### config.mk
export PLATFORM = sky130hd
export DESIGN_NAME = duty_slew
export DESIGN_NICKNAME = d
export VERILOG_FILES = /design/src/rtl/duty_slew.sv
export SDC_FILE = /design/constraint.sdc
export NUM_CORES = 1
export LEC_CHECK = 0
export BUFFER_PORTS_ARGS = -buffer_cell sky130_fd_sc_hd__buf_4
export CORE_ASPECT_RATIO = 0.7
export CORE_MARGIN = 2
export CORE_UTILIZATION = 54
export DETAILED_ROUTE_END_ITERATION = 12
export HOLD_SLACK_MARGIN = 0.08
export PLACE_DENSITY_LB_ADDON = 0.25
export SYNTH_ARGS = -nofsm -noshare
export SYNTH_HDL_FRONTEND = slang
export SYNTH_SLANG_ARGS = --single-unit
### constraint.sdc
create_clock -name clk -period 3.75 [get_ports clk]
set_input_delay 0.1875 -clock clk [delete_from_list [all_inputs] [get_ports clk]]
set_output_delay 0.1875 -clock clk [all_outputs]
set_load 0.005 [all_outputs]
### src/rtl/duty_slew.sv
// duty_slew -- duty-cycle slew limiter feeding a 10-bit PWM generator.
//
// Accepts a target duty over a valid/ready handshake and walks the registered
// duty output toward it by at most STEP counts per 1024-cycle PWM period.
// Duty only changes on the edge that ends the period (cnt==1023), so the PWM
// sees the new value from the first cycle of the next period.
//
// Optional feature macro: RETARGET_EN
//   defined   : tgt_rdy stays high while slewing; a new target overwrites the
//               old one mid-slew and the FSM stays in SLEW.
//   undefined : tgt_rdy is low while slewing; requests are ignored until IDLE.
//
// Ports:
//   clk         in   system clock, rising edge
//   rst         in   synchronous active-high reset
//   tgt[9:0]    in   requested target duty
//   tgt_vld     in   target valid
//   tgt_rdy     out  target can be accepted this cycle
//   duty[9:0]   out  registered duty to the PWM generator
//   busy        out  high while slewing
//   period_tick out  high while the period counter equals 1023
module duty_slew #(
  parameter int STEP = 8
) (
  input  logic       clk,
  input  logic       rst,
  input  logic [9:0] tgt,
  input  logic       tgt_vld,
  output logic       tgt_rdy,
  output logic [9:0] duty,
  output logic       busy,
  output logic       period_tick
);

  localparam logic [0:0] IDLE = 1'b0;
  localparam logic [0:0] SLEW = 1'b1;

  localparam logic [10:0] STEP_W = 11'(STEP);
  localparam logic [9:0]  STEP_D = 10'(STEP);

  logic [0:0]  state;
  logic [9:0]  cnt;
  logic [9:0]  tgt_q;
  logic        xfer;
  logic        bnd;
  logic [10:0] diff;
  logic        reach;
  logic [9:0]  duty_nxt;

`ifdef RETARGET_EN
  assign tgt_rdy = 1'b1;
`else
  assign tgt_rdy = (state == IDLE);
`endif

  assign busy        = (state == SLEW);
  assign period_tick = (cnt == 10'd1023);
  assign bnd         = period_tick;
  assign xfer        = tgt_vld && tgt_rdy;

  // Distance to target at 11 bits; stepping only happens when diff > STEP,
  // so duty +/- STEP can never leave 0..1023.
  always_comb begin
    diff = (tgt_q >= duty) ? ({1'b0, tgt_q} - {1'b0, duty})
                           : ({1'b0, duty} - {1'b0, tgt_q});
    reach = (diff <= STEP_W);
    duty_nxt = duty;
    if (reach)             duty_nxt = tgt_q;
    else if (tgt_q > duty) duty_nxt = duty + STEP_D;
    else                   duty_nxt = duty - STEP_D;
  end

  always_ff @(posedge clk) begin
    if (rst) begin
      cnt   <= '0;
      duty  <= '0;
      tgt_q <= '0;
      state <= IDLE;
    end else begin
      cnt <= cnt + 10'd1;
      // A boundary-cycle retarget still steps against the old tgt_q: the
      // step below reads tgt_q before this load takes effect.
      if (xfer) tgt_q <= tgt;
      case (state)
        IDLE: begin
          // Accepting on a boundary does not update at that boundary.
          if (xfer) state <= SLEW;
        end
        SLEW: begin
          if (bnd) begin
            duty <= duty_nxt;
            if (reach && !xfer) state <= IDLE;
          end
        end
        default: state <= IDLE;
      endcase
    end
  end

endmodule
# ---- Word level (Yosys, flattened, before mapping)
# Index checks and enable logic that the tools add are counted.
dict set report word_totals {
  regBits 31
  in_bits 13
  wordCells 25
  out_inout_bits 13
}
dict set report op_classes {
  magnitude_cmp 3
  mux 7
  n_bitwise 1
  addsub 5
  n_eq_ne 1
  n_reduce_logical 4
}
# operator n
set ops {}
lappend ops {{subtractor 10 x 10 -> 11 bit} 2}
lappend ops {{2-to-1 mux 10 bit} 2}
lappend ops {{<= comparator 11 x 4 -> 1 bit, second input constant} 1}
lappend ops {{2-to-1 mux 11 bit} 1}
lappend ops {{adder 10 x 1 -> 10 bit, second input constant} 1}
lappend ops {{adder 10 x 4 -> 10 bit, second input constant} 1}
lappend ops {{== test 10 bit, second input constant} 1}
lappend ops {{greater-or-equal comparator 10 bit} 1}
lappend ops {{> comparator 10 bit} 1}
lappend ops {{subtractor 10 x 4 -> 10 bit, second input constant} 1}
lappend ops {{2-to-1 mux 1 bit} 3}
lappend ops {{logical AND 1 bit} 2}
lappend ops {{one-hot mux 1 bit (2 select lines)} 1}
lappend ops {{AND reduction 2 bit} 1}
lappend ops {{logical NOT 1 bit} 1}
lappend ops {{inverter 1 bit} 1}

# ---- Logic depth before layout (Yosys ltp)
dict set report logic_depth {
  ltp_word 7
  depth_mapped 16
}

# ---- Worst setup path after synthesis
# Ideal clock, no wire load.
dict set report synth_path {
  path_type {reg-to-reg}
  from {register duty[4]}
  to {register duty[9]}
  arrival_ns 3.620
  setup_time_ns 0.106
  path_stages_with_launch 17
  slack_ns 0.024
  n_path_buf 1
  required_time_ns 3.644
  path_cell_list {dfxtp_1 -> inv_1 -> ha_1 -> buf_6 -> a21o_1 -> a311oi_1 -> a21oi_2 -> o21ai_0 -> ha_1 -> a21o_1 -> a21oi_1 -> o21bai_1 -> a21oi_1 -> xor2_1 -> nor3b_1 -> o22ai_1 -> o311ai_0}
}
dict set report synth_between {
  elab_chain_len 4
  elab_cells_between_ends 10
}
# element line
set synth_lines {}
lappend synth_lines {{start: declaration} 30} ;# output logic [9:0] duty,
lappend synth_lines {{start signal: assignment} 91} ;# duty <= duty_nxt;
lappend synth_lines {{subtractor 10 x 10 -> 11 bit, or another cell as far along} 65} ;# : ({1'b0, duty} - {1'b0, tgt_q});
lappend synth_lines {{2-to-1 mux 11 bit} 64} ;# diff = (tgt_q >= duty) ? ({1'b0, tgt_q} - {1'b0, duty})
lappend synth_lines {{<= comparator 11 x 4 -> 1 bit} 66} ;# reach = (diff <= STEP_W);
lappend synth_lines {{2-to-1 mux 10 bit (*)} 68} ;# if (reach) duty_nxt = tgt_q;
# Every way passes the cells marked *; elsewhere a longest branch is shown, timed or not.
# A chain may end at the register's enable or synchronous reset.

# ---- Worst setup path after layout
dict set report layout_path {
  from {register duty[5]}
  to {register duty[9]}
}
# Same word-level chain as after synthesis.

==> Flow_metrics.wiki <==
{| class="wikitable"
! Metric !! Value
|-
| Result of the run || completed
|-
| Post-synth net total || 367
|-
| Critical path class || register to register
|-
| Slew of the pin with the lowest slew margin || 778 ps
|-
| Pwr Density || 337 nW/um2
|-
| Number of maximum-capacitance constraint violations || 0
|-
| Worst slew margin relative to its limit || 0.481
|-
| WL met3 || 526 um
|-
| Floorplan die width || 86.7 um
|-
| Power Internal || 0.689 mW
|-
| Number of flops mapped to enable cells by yosys || 0
|-
| RePlAce Congestion || 0.968
|-
| Post-layout net count || 396
|-
| Number of global-route vias before repair || 2119
|-
| Cell depth of the worst hold path || 3
|-
| Worst min-delay path class || input pin to register
|-
| Critical path arrival || 3680 ps
|-
| Area of the core region || 4700 um2
|-
| Remaining DRCs || 0
|-
| Proportion of total power due to net switching || 0.317
|-
| Starting DRC count in detailed routing || 120
|-
| Synth cell count leaders || sky130_fd_sc_hd__nand2_1 (37), sky130_fd_sc_hd__dfxtp_1 (31), sky130_fd_sc_hd__inv_1 (27), sky130_fd_sc_hd__ha_1 (26), sky130_fd_sc_hd__a21oi_1 (24)
|-
| Maximum ir drop on the vdd rail || 161 uV
|-
| Number of antenna diodes || 0
|-
| Unrepaired setup endpoints after global routing || no
|-
| Overall overflow remaining after global route || 0
|-
| Combined area of the multi-input logic cells || 1820 um2
|-
| Flip-flop and latch area || 621 um2
|-
| Vert. Die Dim || 61.9 um
|-
| Clock net sink count || 31
|-
| Worst min-delay path endpoint || tgt_q[0]
|-
| Highest metal layer with signal wires || met4
|-
| Number of vias per cell after detailed routing || 5.72
|-
| Number of H-tree branching levels || 2
|-
| Starting Density || 0.550
|-
| DP HPWL || 4900 um
|-
| Antenna violations before repair || 0
|-
| Final antenna-violating net count || 0
|-
| Ys async rst share || 0
|-
| Count of filler cells inserted in the layout || 417
|-
| Highest fanout seen on the critical path || 7
|-
| Final Hold Fails || 0
|-
| Crit. End Element || register
|-
| Instance count after placement with tap cells included || 403
|-
| Met2 layer wire length in the routed design || 2690 um
|-
| Count of unique library cells instantiated by Yosys || 62
|-
| Most frequently used cell type in the post-synthesis netlist || sky130_fd_sc_hd__nand2_1
|-
| Wire per inst || 15.4 um
|-
| CP startpoint kind || register
|-
| Reg clk slew, reported paths || 70 ps
|-
| Number of warnings issued by yosys || 0
|-
| Clock latency on the worst-skew pair || 290 ps
|-
| Post-route insts no fill || 412
|-
| Instance count of the mapped netlist || 325
|-
| Share of post-route cells with drive strength above 1 || 0.172
|-
| Number of rows in the core area || 21
|-
| Clock period minus worst slack || 3490 ps
|-
| Depth of the worst register-to-register path || 16
|-
| Max Buffers Root-to-Sink || 2
|-
| Die area || 5370 um2
|-
| Total non-filler cell area in the finished layout || 2990 um2
|-
| Final Skew || 5.95 ps
|-
| Detailed-route wire length || 6350 um
|-
| P_sw || 0.319 mW
|-
| Share of Yosys cell area claimed by the top area cell type || 0.240
|-
| Syn_area_per_cell || 7.96 um2
|-
| Achievable frequency || 286 MHz
|-
| First drt pass iteration count || 4
|-
| Library cell with the largest summed area after synthesis || sky130_fd_sc_hd__dfxtp_1
|-
| Pin count of the biggest net entering global routing || 40
|-
| Worst r2r src || duty[5]
|-
| Internal reg-to-reg setup slack || 260 ps
|-
| Overall power consumption || 1.01 mW
|-
| Summed instance area of the synthesized netlist || 2590 um2
|-
| Startpoint of the most critical hold path || tgt[0]
|-
| Number of synthesized register bits || 31
|-
| Worst endpoint required time || 3940 ps
|-
| End of the worst register-to-register path || duty[9]
|-
| Leading cell types by total area after synthesis || sky130_fd_sc_hd__dfxtp_1 (24%), sky130_fd_sc_hd__ha_1 (13%), sky130_fd_sc_hd__nand2_1 (5.4%), sky130_fd_sc_hd__a21oi_1 (4.6%), sky130_fd_sc_hd__inv_1 (3.9%)
|-
| Port bufs || 25
|-
| Fraction of the yosys area taken by sequential cells || 0.240
|-
| Final Max Slew Viols || 0
|-
| Total Routing Usage GR || 0.251
|-
| IO Pins || 26
|-
| TritonCTS buffer count || 5
|-
| Wire length of the first global-routing pass || 10200 um
|-
| Relative area change from synthesis to final layout || 15.6%
|-
| Main flop type after synthesis || sky130_fd_sc_hd__dfxtp_1
|-
| Leakage power summed over all cells || 1.24 nW
|-
| Power share of the sequential group || 0.345
|-
| Cell chosen for the clock root || sky130_fd_sc_hd__clkbuf_8
|-
| Proportion of power drawn by combinational gates || 0.306
|-
| Standard cell area after detailed placement || 2840 um2
|-
| TritonCTS clock tree || done
|-
| Via count || 2355
|-
| Total negative slack for setup checks || 0 ps
|-
| Clock share of power || 0.349
|-
| Met1 routed wirelength after detailed routing || 3060 um
|-
| Final number of setup-violating endpoints || 0
|-
| Share of the clock period used by the worst path || 0.932
|}
-- worst max path at each step --
stage            start  endpoint  cells past startpoint
6_report       duty[5]   duty[9]                     16
5_1_grt        duty[7]   duty[9]                     16
4_1_cts        duty[8]   duty[9]                     16
3_5_place_dp   duty[8]   duty[9]                     16
3_3_place_gp   duty[8]   duty[9]                     16
2_1_floorplan  duty[4]   duty[9]                     16
-- what timing repair did --
action | CTS | global route
setup endpoints to repair | 0 | 1
hold buffers | 0 | 0
setup buffers | 0 | 1
endpoints found under the hold margin | 0 | 0
gates resized for setup | 0 | 7
-- flip-flops by register name (all words and copies together) (netlist names) --
| name | cells |
|---|---|
| duty | 10 |
| busy | 1 |
| cnt | 10 |
| tgt_q | 10 |
-- per-stage QoR --
stage	util	worst slack [ps]	hold slack [ps]
finish	0.636	255	141
global route	0.636	20.9	129
CTS	0.629	95.2	130
detailed placement	0.604	181	437
global placement	0.604	324	433
floorplan	-	23.8	323
-- power groups by stage --
stage               Clock [mW]  Combinational [mW]  Sequential [mW]
detailed placement           0               0.295            0.355
global placement             0               0.292            0.355
global route             0.374               0.340            0.349
finish                   0.351               0.309            0.348
CTS                      0.358               0.296            0.348
floorplan                    0               0.221            0.353
-- placed cells by master, fill, tap and decap left out, drive strengths merged, types with 6 or more instances in the layout --
cell / synthesis / layout
nor2b: 7 / 7
nor2: 20 / 20
inv: 27 / 27
xnor2: 7 / 7
clkbuf: 5 / 6
ha: 26 / 26
nand4: 7 / 7
buf: 7 / 34
a21oi: 25 / 25
a31oi: 9 / 9
nor3: 11 / 11
xor2: 8 / 8
a21o: 9 / 9
dfxtp: 31 / 31
o21ai: 17 / 17
nand2: 37 / 37
-- cell families (layout without fill, tap and decap cells) --
logic type | Yosys count | count (layout) | synth area share
AOI/OAI and AO/OA | 92 | 92 | 0.250
DFF | 31 | 31 | 0.240
and+or+nand+nor | 117 | 117 | 0.237
buffers and inverters | 39 | 69 | 0.0648
adders and majority gates | 29 | 29 | 0.149
xor gates and xnor gates | 15 | 15 | 0.0508
muxes | 2 | 2 | 0.00822
-- cell type report --
class | instances | share of cell area
inverter | 27 | 0.0339
clock inverter | 2 | 0.0117
sequential | 31 | 0.208
timing repair buffer | 34 | 0.0854
clock buffer | 6 | 0.0276
tap | 57 | 0.0238
multi-input combinational | 255 | 0.610
-- critical path, cell delays in order, from the launching register on --
cell and delay (ps):
sky130_fd_sc_hd__dfxtp_1 410, sky130_fd_sc_hd__inv_1 90, sky130_fd_sc_hd__ha_1 410, sky130_fd_sc_hd__and4_4 270, sky130_fd_sc_hd__nor4b_4 300, sky130_fd_sc_hd__nand2_1 80
sky130_fd_sc_hd__o21ai_0 100, sky130_fd_sc_hd__buf_4 200, sky130_fd_sc_hd__ha_1 270, sky130_fd_sc_hd__a21o_1 190, sky130_fd_sc_hd__a21oi_1 200, sky130_fd_sc_hd__o21bai_1 80
sky130_fd_sc_hd__a21oi_1 170, sky130_fd_sc_hd__xor2_1 180, sky130_fd_sc_hd__nor3b_1 220, sky130_fd_sc_hd__o22ai_1 90, sky130_fd_sc_hd__o311ai_0 110
-- per-layer routing --
layer | GRT usage | up-vias
met3 | 0.0661 | 7
met4 | 0.0692 | 0
li1 | - | 1213
met2 | 0.379 | 65
met1 | 0.358 | 1070
met5 | 0 | -
Power figures use the tool's default switching activity.
